**config.mk**
```make
export PLATFORM = sky130hd
export DESIGN_NAME = pc_gen
export DESIGN_NICKNAME = d
export VERILOG_FILES = /design/src/rtl/pc_pkg.sv /design/src/rtl/pc_ras.sv /design/src/rtl/pc_gen.sv
export SDC_FILE = /design/constraint.sdc
export NUM_CORES = 1
export LEC_CHECK = 0
export ABC_AREA = 1
export CAP_MARGIN = 20
export CORE_AREA = 2 2 134 136
export CTS_CLUSTER_SIZE = 10
export DETAILED_ROUTE_END_ITERATION = 6
export DIE_AREA = 0 0 136 138
export MAX_ROUTING_LAYER = met4
export PLACE_DENSITY = 0.84
export SYNTH_ARGS = -nofsm -noshare
export SYNTH_HDL_FRONTEND = slang
export SYNTH_SLANG_ARGS = --single-unit
```
**constraint.sdc**
```tcl
create_clock -name clk -period 3.7 [get_ports clk]
set_input_delay 0.37 -clock clk [delete_from_list [all_inputs] [get_ports clk]]
set_output_delay 0.37 -clock clk [all_outputs]
set_load 0.02 [all_outputs]
```
**src/rtl/pc_pkg.sv**
```systemverilog
// Shared types for the program-counter generator.
//   pc_state_t : fetch control FSM states
//   next_sel_t : source selected for the next fetch address
package pc_pkg;

    typedef enum logic [1:0] {
        BOOT   = 2'd0,
        RUN    = 2'd1,
        HALTED = 2'd2
    } pc_state_t;

    typedef enum logic [2:0] {
        SEL_TRAP  = 3'd0,
        SEL_REDIR = 3'd1,
        SEL_RAS   = 3'd2,
        SEL_SEQ   = 3'd3,
        SEL_HOLD  = 3'd4
    } next_sel_t;

endpackage

```
**src/rtl/pc_ras.sv**
```systemverilog
// Return-address stack: circular buffer with a top pointer and an occupancy
// count. Pushing when full overwrites the oldest entry.
// Ports:
//   clk, rst      : clock, asynchronous active-low reset
//   push_i        : push push_addr_i (replaces top when combined with pop_i)
//   pop_i         : drop the top entry (ignored when empty)
//   clear_i       : empty the stack
//   push_addr_i   : return address to store
//   top_o         : current top-of-stack entry
//   empty_o       : stack holds no entries
module pc_ras
    import pc_pkg::*;
#(
    parameter int XLEN      = 32,
    parameter int RAS_DEPTH = 4
) (
    input  logic            clk,
    input  logic            rst,
    input  logic            push_i,
    input  logic            pop_i,
    input  logic            clear_i,
    input  logic [XLEN-1:0] push_addr_i,
    output logic [XLEN-1:0] top_o,
    output logic            empty_o
);

    localparam int PW = $clog2(RAS_DEPTH);
    localparam int CW = PW + 1;
    localparam logic [CW-1:0] DEPTH_C = CW'(RAS_DEPTH);

    logic [XLEN-1:0] stack_q [RAS_DEPTH];
    logic [PW-1:0]   ptr_q, ptr_d;
    logic [CW-1:0]   cnt_q, cnt_d;
    logic            wr_en;
    logic [PW-1:0]   wr_idx;

    assign empty_o = (cnt_q == '0);
    assign top_o   = stack_q[ptr_q];

    always_comb begin
        ptr_d  = ptr_q;
        cnt_d  = cnt_q;
        wr_en  = 1'b0;
        wr_idx = ptr_q;
        if (clear_i) begin
            ptr_d = '0;
            cnt_d = '0;
        end else if (push_i && pop_i && !empty_o) begin
            // Call and return on the same fetch: swap the top in place.
            wr_en = 1'b1;
        end else if (push_i) begin
            // Also reached for push+pop on an empty stack: the pop is void.
            wr_en  = 1'b1;
            wr_idx = ptr_q + PW'(1);
            ptr_d  = wr_idx;
            if (cnt_q != DEPTH_C)
                cnt_d = cnt_q + CW'(1);
        end else if (pop_i && !empty_o) begin
            ptr_d = ptr_q - PW'(1);
            cnt_d = cnt_q - CW'(1);
        end
    end

    // Entry contents need no reset; only pointer and count are qualified.
    always_ff @(posedge clk) begin
        if (wr_en)
            stack_q[wr_idx] <= push_addr_i;
    end

    always_ff @(posedge clk or negedge rst) begin
        if (!rst) begin
            ptr_q <= '0;
            cnt_q <= '0;
        end else begin
            ptr_q <= ptr_d;
            cnt_q <= cnt_d;
        end
    end

endmodule

```
**src/rtl/pc_gen.sv**
```systemverilog
// Fetch-stage program-counter generator. Arbitrates trap, redirect, RAS
// prediction and sequential advance, and presents the fetch address over a
// valid/ready handshake. All outputs are registered.
// Ports:
//   clk, rst                   : clock, asynchronous active-low reset
//   fetch_valid/ready/pc       : fetch request handshake and address
//   stall                      : hold sequential advance and RAS ops
//   redirect_valid/pc          : resolved branch/jump target
//   trap_valid/pc              : trap entry/return target
//   ras_push/ras_push_addr     : call decoded on current fetch
//   ras_pop                    : return decoded on current fetch
//   halt_req                   : debug halt request (level)
//   misaligned                 : pulse, rejected misaligned redirect
//   halted                     : FSM is in HALTED
module pc_gen
    import pc_pkg::*;
#(
    parameter int              XLEN       = 32,
    parameter logic [XLEN-1:0] START_ADDR = '0,
    parameter int              IALIGN     = 4,
    parameter int              RAS_DEPTH  = 4
) (
    input  logic            clk,
    input  logic            rst,
    output logic            fetch_valid,
    input  logic            fetch_ready,
    output logic [XLEN-1:0] fetch_pc,
    input  logic            stall,
    input  logic            redirect_valid,
    input  logic [XLEN-1:0] redirect_pc,
    input  logic            trap_valid,
    input  logic [XLEN-1:0] trap_pc,
    input  logic            ras_push,
    input  logic [XLEN-1:0] ras_push_addr,
    input  logic            ras_pop,
    input  logic            halt_req,
    output logic            misaligned,
    output logic            halted
);

    localparam int              AW         = $clog2(IALIGN);
    localparam logic [XLEN-1:0] ALIGN_MASK = ~(XLEN'(IALIGN - 1));
    localparam logic [XLEN-1:0] STEP       = XLEN'(IALIGN);

    pc_state_t       state_q;
    logic [XLEN-1:0] pc_q, pc_d;
    logic            valid_q, halted_q, mis_q, mis_d;
    next_sel_t       sel;
    logic            fire, redir_mis, ras_ops, ras_empty;
    logic [XLEN-1:0] ras_top;

    assign fire      = valid_q & fetch_ready & ~stall;
    assign redir_mis = |redirect_pc[AW-1:0];
    // Trap/redirect in the same cycle squash the decoded call/return.
    assign ras_ops   = fire & ~trap_valid & ~redirect_valid;

    pc_ras #(
        .XLEN      (XLEN),
        .RAS_DEPTH (RAS_DEPTH)
    ) u_ras (
        .clk         (clk),
        .rst         (rst),
        .push_i      (ras_ops & ras_push),
        .pop_i       (ras_ops & ras_pop),
        .clear_i     (trap_valid),
        .push_addr_i (ras_push_addr),
        .top_o       (ras_top),
        .empty_o     (ras_empty)
    );

    always_comb begin
        if (trap_valid)
            sel = SEL_TRAP;
        else if (redirect_valid && !redir_mis)
            sel = SEL_REDIR;
        else if (redirect_valid)
            sel = SEL_HOLD;
        else if (fire && ras_pop && !ras_empty)
            sel = SEL_RAS;
        else if (fire)
            sel = SEL_SEQ;
        else
            sel = SEL_HOLD;
    end

    always_comb begin
        pc_d = pc_q;
        case (sel)
            SEL_TRAP:  pc_d = trap_pc & ALIGN_MASK;
            SEL_REDIR: pc_d = redirect_pc;
            SEL_RAS:   pc_d = ras_top;
            SEL_SEQ:   pc_d = pc_q + STEP;
            default:   pc_d = pc_q;
        endcase
    end

    assign mis_d = redirect_valid & ~trap_valid & redir_mis;

    always_ff @(posedge clk or negedge rst) begin
        if (!rst) begin
            state_q  <= BOOT;
            valid_q  <= 1'b0;
            halted_q <= 1'b0;
            pc_q     <= START_ADDR;
            mis_q    <= 1'b0;
        end else begin
            pc_q  <= pc_d;
            mis_q <= mis_d;
            if (trap_valid) begin
                state_q  <= RUN;
                valid_q  <= 1'b1;
                halted_q <= 1'b0;
            end else begin
                case (state_q)
                    BOOT: begin
                        state_q  <= RUN;
                        valid_q  <= 1'b1;
                        halted_q <= 1'b0;
                    end
                    RUN: begin
                        if (halt_req && !redirect_valid) begin
                            state_q  <= HALTED;
                            valid_q  <= 1'b0;
                            halted_q <= 1'b1;
                        end
                    end
                    HALTED: begin
                        if (!halt_req) begin
                            state_q  <= RUN;
                            valid_q  <= 1'b1;
                            halted_q <= 1'b0;
                        end
                    end
                    default: begin
                        state_q  <= BOOT;
                        valid_q  <= 1'b0;
                        halted_q <= 1'b0;
                    end
                endcase
            end
        end
    end

    assign fetch_valid = valid_q;
    assign fetch_pc    = pc_q;
    assign misaligned  = mis_q;
    assign halted      = halted_q;

endmodule

```
Yosys cells after proc, flatten, opt, wreduce, memory -nomap -nowiden
Memories as Yosys holds them, arrays and structs flattened.
Index checks and enable logic that the tools add are counted.
Operators by class
  muxes and demuxes: 35
  eq/ne operators: 10
  bitwise operators: 11
  reduce and logical (&&, ||, !) cells: 19
  add/sub/neg operators: 5
Operator list (number)
  $pmux W32 S4: 1
  $add A32 B3 Y32 const B: 1
  $mux W3: 10
  $mux W2: 10
  $ne A3 B3 Y1 const B: 4
  $mux W1: 11
  $and A1 B1 Y1: 8
  $logic_and A1 B1 Y1: 7
  $eq A3 B2 Y1 const B: 2
  $logic_not A3 Y1: 2
  $pmux W2 S3: 1
  $reduce_and A2 Y1: 2
  $reduce_bool A4 Y1: 1
  $add A3 B1 Y3 const B: 1
  $eq A3 B1 Y1 const B: 1
  $logic_not A1 Y1: 3
  $not A1 Y1: 3
  $pmux W1 S3: 1
  $reduce_and A3 Y1: 1
  $reduce_bool A3 Y1: 1
  $sub A3 B1 Y3 const B: 1
  $add A2 B1 Y2 const B: 1
  $eq A2 B1 Y1 const B: 1
  $eq A2 B2 Y1 const B: 1
  other kinds (5): 5
Word-level totals
  word-level logic and storage cells: 88
  bits of input ports: 105
  bits in writable memories: 128
  memories: 1
  register bits: 42
Memory list
  u_ras.stack_q: depth 4, bits a word 32, read ports 1, clocked after memory_dff 0, wr ports 1, RTL line pc_ras.sv:31  | logic [XLEN-1:0] stack_q [RAS_DEPTH];

Longest topological paths before layout
  depth after elaboration: 11
  mapped depth: 12
  mapped depth without buffers: 11

Cells and area by module
From an unflattened synthesis, not the netlist that was laid out.
Second synthesis, totals
  cell total of the unflattened synthesis: 923
  area, all modules: 8574.5 um^2
Modules (own cells, without submodules)
  pc_ras: area an instance 5315.1 um^2, cells each 348, times used 1
  pc_gen: area an instance 3259.4 um^2, cells each 575, times used 1

Worst setup path before layout
OpenSTA, ideal clock, no wires.
  kind: flip-flop to flip-flop
  start: register state_q[0] (netlist name)
  end: memory u_ras.stack_q[0][0] (enable)
  library setup time: 0.421 ns
  data arrival time: 2.660 ns
  path buffers: 0
  cell stages (with the launch flop): 8
  setup slack: 0.620 ns
  cells stage by stage: dfrtp_1 > nand2_2 > nor2_4 > nand3_2 > nor2_4 > xor2_1 > inv_1 > nor2_1
RTL lines (RTL line)
  to (decl): pc_ras.sv:31

Worst setup path in the final report
  start: input redirect_valid
  end: memory u_ras.stack_q[2][31] (enable)
On the way
  cells in the longest elaborated chain, start to end: 9
  elaborated cells between the ends (all ways): 14
Ends and longest elaborated chain
  from (decl): RTL line pc_gen.sv:29  | input logic redirect_valid,
  $not A1 Y1 (*): RTL line pc_gen.sv:55  | assign ras_ops = fire & ~trap_valid & ~redirect_valid;
  $and A1 B1 Y1 (*): RTL line pc_gen.sv:55
  $and A1 B1 Y1, on equally long branches: RTL line pc_gen.sv:63, pc_gen.sv:64
  $logic_and A1 B1 Y1 (2 in a row): RTL line pc_ras.sv:48  | end else if (push_i && pop_i && !empty_o) begin
  $mux W1: RTL line pc_ras.sv:48
  $mux W1: RTL line pc_ras.sv:45  | if (clear_i) begin
  $mux W1: RTL line pc_ras.sv:66  | if (wr_en)
  $mux W1 (not written as such): RTL line pc_ras.sv:67  | stack_q[wr_idx] <= push_addr_i;
Mark *: on every way between the ends. The rest lies on a longest branch, timed or not.

==> key figures <==
STA
  – Final setup viols: 0
  – Slew Viols, Final: 0
  – Endpoints failing hold: 0
  – Final setup skew: about 0.010 ns
  – Min Clock Period, post-route: 2.43 ns
  – Final period utilization: about two thirds
  – RSZ-0062 raised after global routing: no
  – Hold_ws: roughly 0.078 ns
  – Setup TNS Final: 0 ns
  – Slew HR: ~37%
  – Final Worst Setup Slack: approximately 1.3 ns
  – Fmax: 411 MHz
  – Worst Tran Pin Value: between 0.9 and 1 ns

Die
  – Num rows: 49
  – Starting density of the core: between 40% and 50%
  – Core Box Area: about 18000 sq um
  – Die area: 18800 sq um
  – Die width: approximately 140 microns
  – IO Pins: 140
  – Die height: between 100 and 150 microns

Cells and area
  – Multi-input logic area: 3150 sq um
  – Area Growth Syn to Fin: 24.4%
  – Final nets: about 1200
  – Register area: a little under 5000 sq um
  – Number of fill cells: around 1500
  – Design area: approximately 11000 sq um
  – Fraction of layout cells with a size suffix above 1: 6.15%

Clock tree
  – CTS root buffer: clkbuf_16
  – CTS tree: built
  – CTS buffer count: 17
  – CTS H-tree depth: 4
  – Clock slew at reported path FFs: roughly 0.060 ns
  – Clock latency on the worst-skew pair: 0.43 ns
  – Post-CTS Setup Repair Bufs: 0
  – Post-cts resize count: 0
  – CTS sink cnt: approximately 170
  – Post-CTS Hold Buffers: 0
  – Clk buf depth: 2

Global routing
  – Gr ovfl total: 0
  – Initial antenna violation count: 2
  – Vias in the first global route: around 6700
  – Global-route wire length before repair: 33.3 mm
  – Overall global routing resource usage: 23.8%
  – Pin count of the biggest net entering global routing: 70

Routing
  – Final wirelength: 21.3 mm
  – Initial DRT Pass Iterations: 7
  – Via Count: between 7000 and 8000
  – Final routed DRC violation total: 0
  – WL/cell: about 15 microns
  – Post-route ant nets: 0
  – Vias per cell: 5.12
  – Drt initial violations: 548

Synthesis
  – Largest family of logic cells by synthesized area: simple AND/OR/NAND/NOR gates
  – Multiplexer area fraction after synthesis: 0%
  – Mapped Cells: about 1000
  – Syn nets: 1123
  – Syn_area_per_cell: 8.42 sq um
  – Mapped Area: 8560 sq um
  – Adder-cell share of the synthesized area: less than 1%
  – Post-synth EDFFs: between 100 and 150
  – Synth Area in XOR/XNOR: less than 1%
  – Library cells used by synthesis: 35
  – YS warnings: 0
  – Fraction of registers with async set/reset: 23.8%
  – Register area share after synthesis: 56.6%
  – Post-synthesis simple-gate area fraction: between 20% and 30%
  – Post-synthesis register bit count: 168
  – Synth Area in Compound Gates: under 10%
  – Post-synth top flop: edfxtp_1

Pwr
  – Maximum vdd drop: around 320 uV
  – Power Total: 4.66 mW
  – Leak pwr: around 4.4 nW
  – Pwr/cell area: 438 nW/um^2

Setup path
  – Crit. End Element: flop
  – Critical path peak fanout: 32
  – FF-to-FF End: u_ras.stack_q[2][31]$_DFFE_PP_
  – Reg2reg setup slack: 1.28 ns
  – CP arrival: roughly 2.5 ns
  – Worst path required time: 3.77 ns
  – CP Class: in -> reg
  – Worst flop-to-flop path startpoint: u_ras.cnt_q[0]$_DFFE_PN0P_
  – Reg2Reg Depth: 9
  – Startpoint types: primary input

Run
  – Max Cap Violations: 0

Placed design
  – HPWL after detailed placement: roughly 15 mm
  – Routability cong.: slightly above 0.9
  – Pre-CTS WS: approximately 0.84 ns
  – Placed Area: just over 10000 sq um
  – Buffers on Ports: 137

Status
  – Run status: completed

Worst hold path
  – Tightest Hold Check Type: in -> async
==> registers in the layout, indices dropped and copies added (netlist names) <==
register       cells
u_ras.stack_q    128
state_q            2
fetch_pc          32
misaligned         1
u_ras.cnt_q        3
u_ras.ptr_q        2
==> metrics by stage <==
step | utilization, % | std cells
floorplan | - | 1016
global placement | 57.6 | 1352
detailed placement | 57.6 | 1352
CTS | 60.7 | 1384
global route | 60.7 | 1386
finish | 60.7 | 1387
==> critical path, cell delays in order <==
cell	delay, ns
clkdlybuf4s50_1	0.47
inv_2	0.10
nand2_2	0.06
nor2_4	0.20
nand3_2	0.16
nor2_4	0.17
xor2_1	0.31
inv_1	0.13
nor2_2	0.09
buf_4	0.42
==> worst max-delay path by stage <==
| stage | startpoint | endpoint | slack, ns | cells past startpoint |
|---|---|---|---|---|
| after floorplan | state_q[0]$_DFFE_PN0P_ | u_ras.stack_q[0][0]$_DFFE_PP_ | 0.62 | 7 |
| after global placement | redirect_valid | u_ras.stack_q[2][27]$_DFFE_PP_ | 0.90 | 10 |
| after detailed placement | redirect_valid | u_ras.stack_q[2][28]$_DFFE_PP_ | 0.84 | 10 |
| after CTS | redirect_valid | u_ras.stack_q[2][29]$_DFFE_PP_ | 1.28 | 10 |
| after global routing | u_ras.cnt_q[0]$_DFFE_PN0P_ | u_ras.stack_q[2][31]$_DFFE_PP_ | 1.14 | 9 |
| final | redirect_valid | u_ras.stack_q[2][31]$_DFFE_PP_ | 1.27 | 10 |
==> routing by layer <==
| metal | up-vias | GRT usage [%] | routed length, microns |
|---|---|---|---|
| met4 | 0 | 10.2 | 575 |
| met5 | - | - | 0 |
| met2 | 246 | 38.0 | 10400 |
| met3 | 41 | 5.90 | 1680 |
| li1 | 3555 | - | - |
| met1 | 3258 | 28.7 | 8650 |
==> cells in the mapped netlist (7+ instances only) <==
cell | instances | area share, %
o21ai_0 | 54 | 3.2
dfrtp_1 | 40 | 12
clkbuf_1 | 17 | 0.75
o22ai_1 | 9 | 0.66
nand3b_1 | 10 | 0.88
edfxtp_1 | 128 | 45
nor2_1 | 108 | 4.7
nand3_1 | 86 | 5.0
o211ai_1 | 8 | 0.70
inv_1 | 86 | 3.8
nand2_1 | 388 | 17
inv_2 | 7 | 0.31
o21ai_1 | 10 | 0.58
buf_2 | 16 | 0.94
==> area by class of cell <==
type / instances / area share, %
multi-input combinational: 713 / 29.6
clock inverter: 10 / 0.670
timing repair buffer: 147 / 13.7
antenna: 3 / 0.0705
inverter: 95 / 3.37
tap: 229 / 2.69
clock buffer: 22 / 4.45
sequential: 168 / 45.5
==> cells by family (layout without fill, tap and decap cells) <==
| logic type | count (synthesis) | in the layout |
|---|---|---|
| buffers and inverters | 135 | 274 |
| and+or+nand+nor | 616 | 616 |
| adders and majority gates | 2 | 2 |
| xor gates and xnor gates | 4 | 4 |
| AOI/OAI and AO/OA | 91 | 91 |
| DFF | 168 | 168 |
| other | 0 | 3 |
==> where the power goes <==
group	switching, mW	total, mW	internal, mW
Combinational	0.496	0.842	0.346
Clock	0.716	1.63	0.915
Sequential	0.0960	2.19	2.09
==> placed cells by master, fill, tap and decap left out, types with 4 or more instances in the layout <==
| cell type | Yosys | final |
|---|---|---|
| nor2_4 | 4 | 4 |
| edfxtp_1 | 128 | 128 |
| inv_1 | 86 | 86 |
| nor2_1 | 108 | 104 |
| clkbuf_16 | 0 | 17 |
| nand2_1 | 388 | 388 |
| nand3_1 | 86 | 86 |
| nor2_2 | 6 | 10 |
| clkdlybuf4s50_1 | 0 | 136 |
| o21bai_1 | 5 | 5 |
| o21ai_0 | 54 | 54 |
| clkinv_2 | 0 | 4 |
| o211ai_1 | 8 | 8 |
| nand3b_1 | 10 | 10 |
| o22ai_1 | 9 | 9 |
| dfrtp_1 | 40 | 40 |
| o21ai_1 | 10 | 10 |
| buf_4 | 1 | 9 |
| inv_2 | 7 | 7 |
| nand4_1 | 5 | 5 |
No activity file was read; power rests on OpenSTA's default activity.
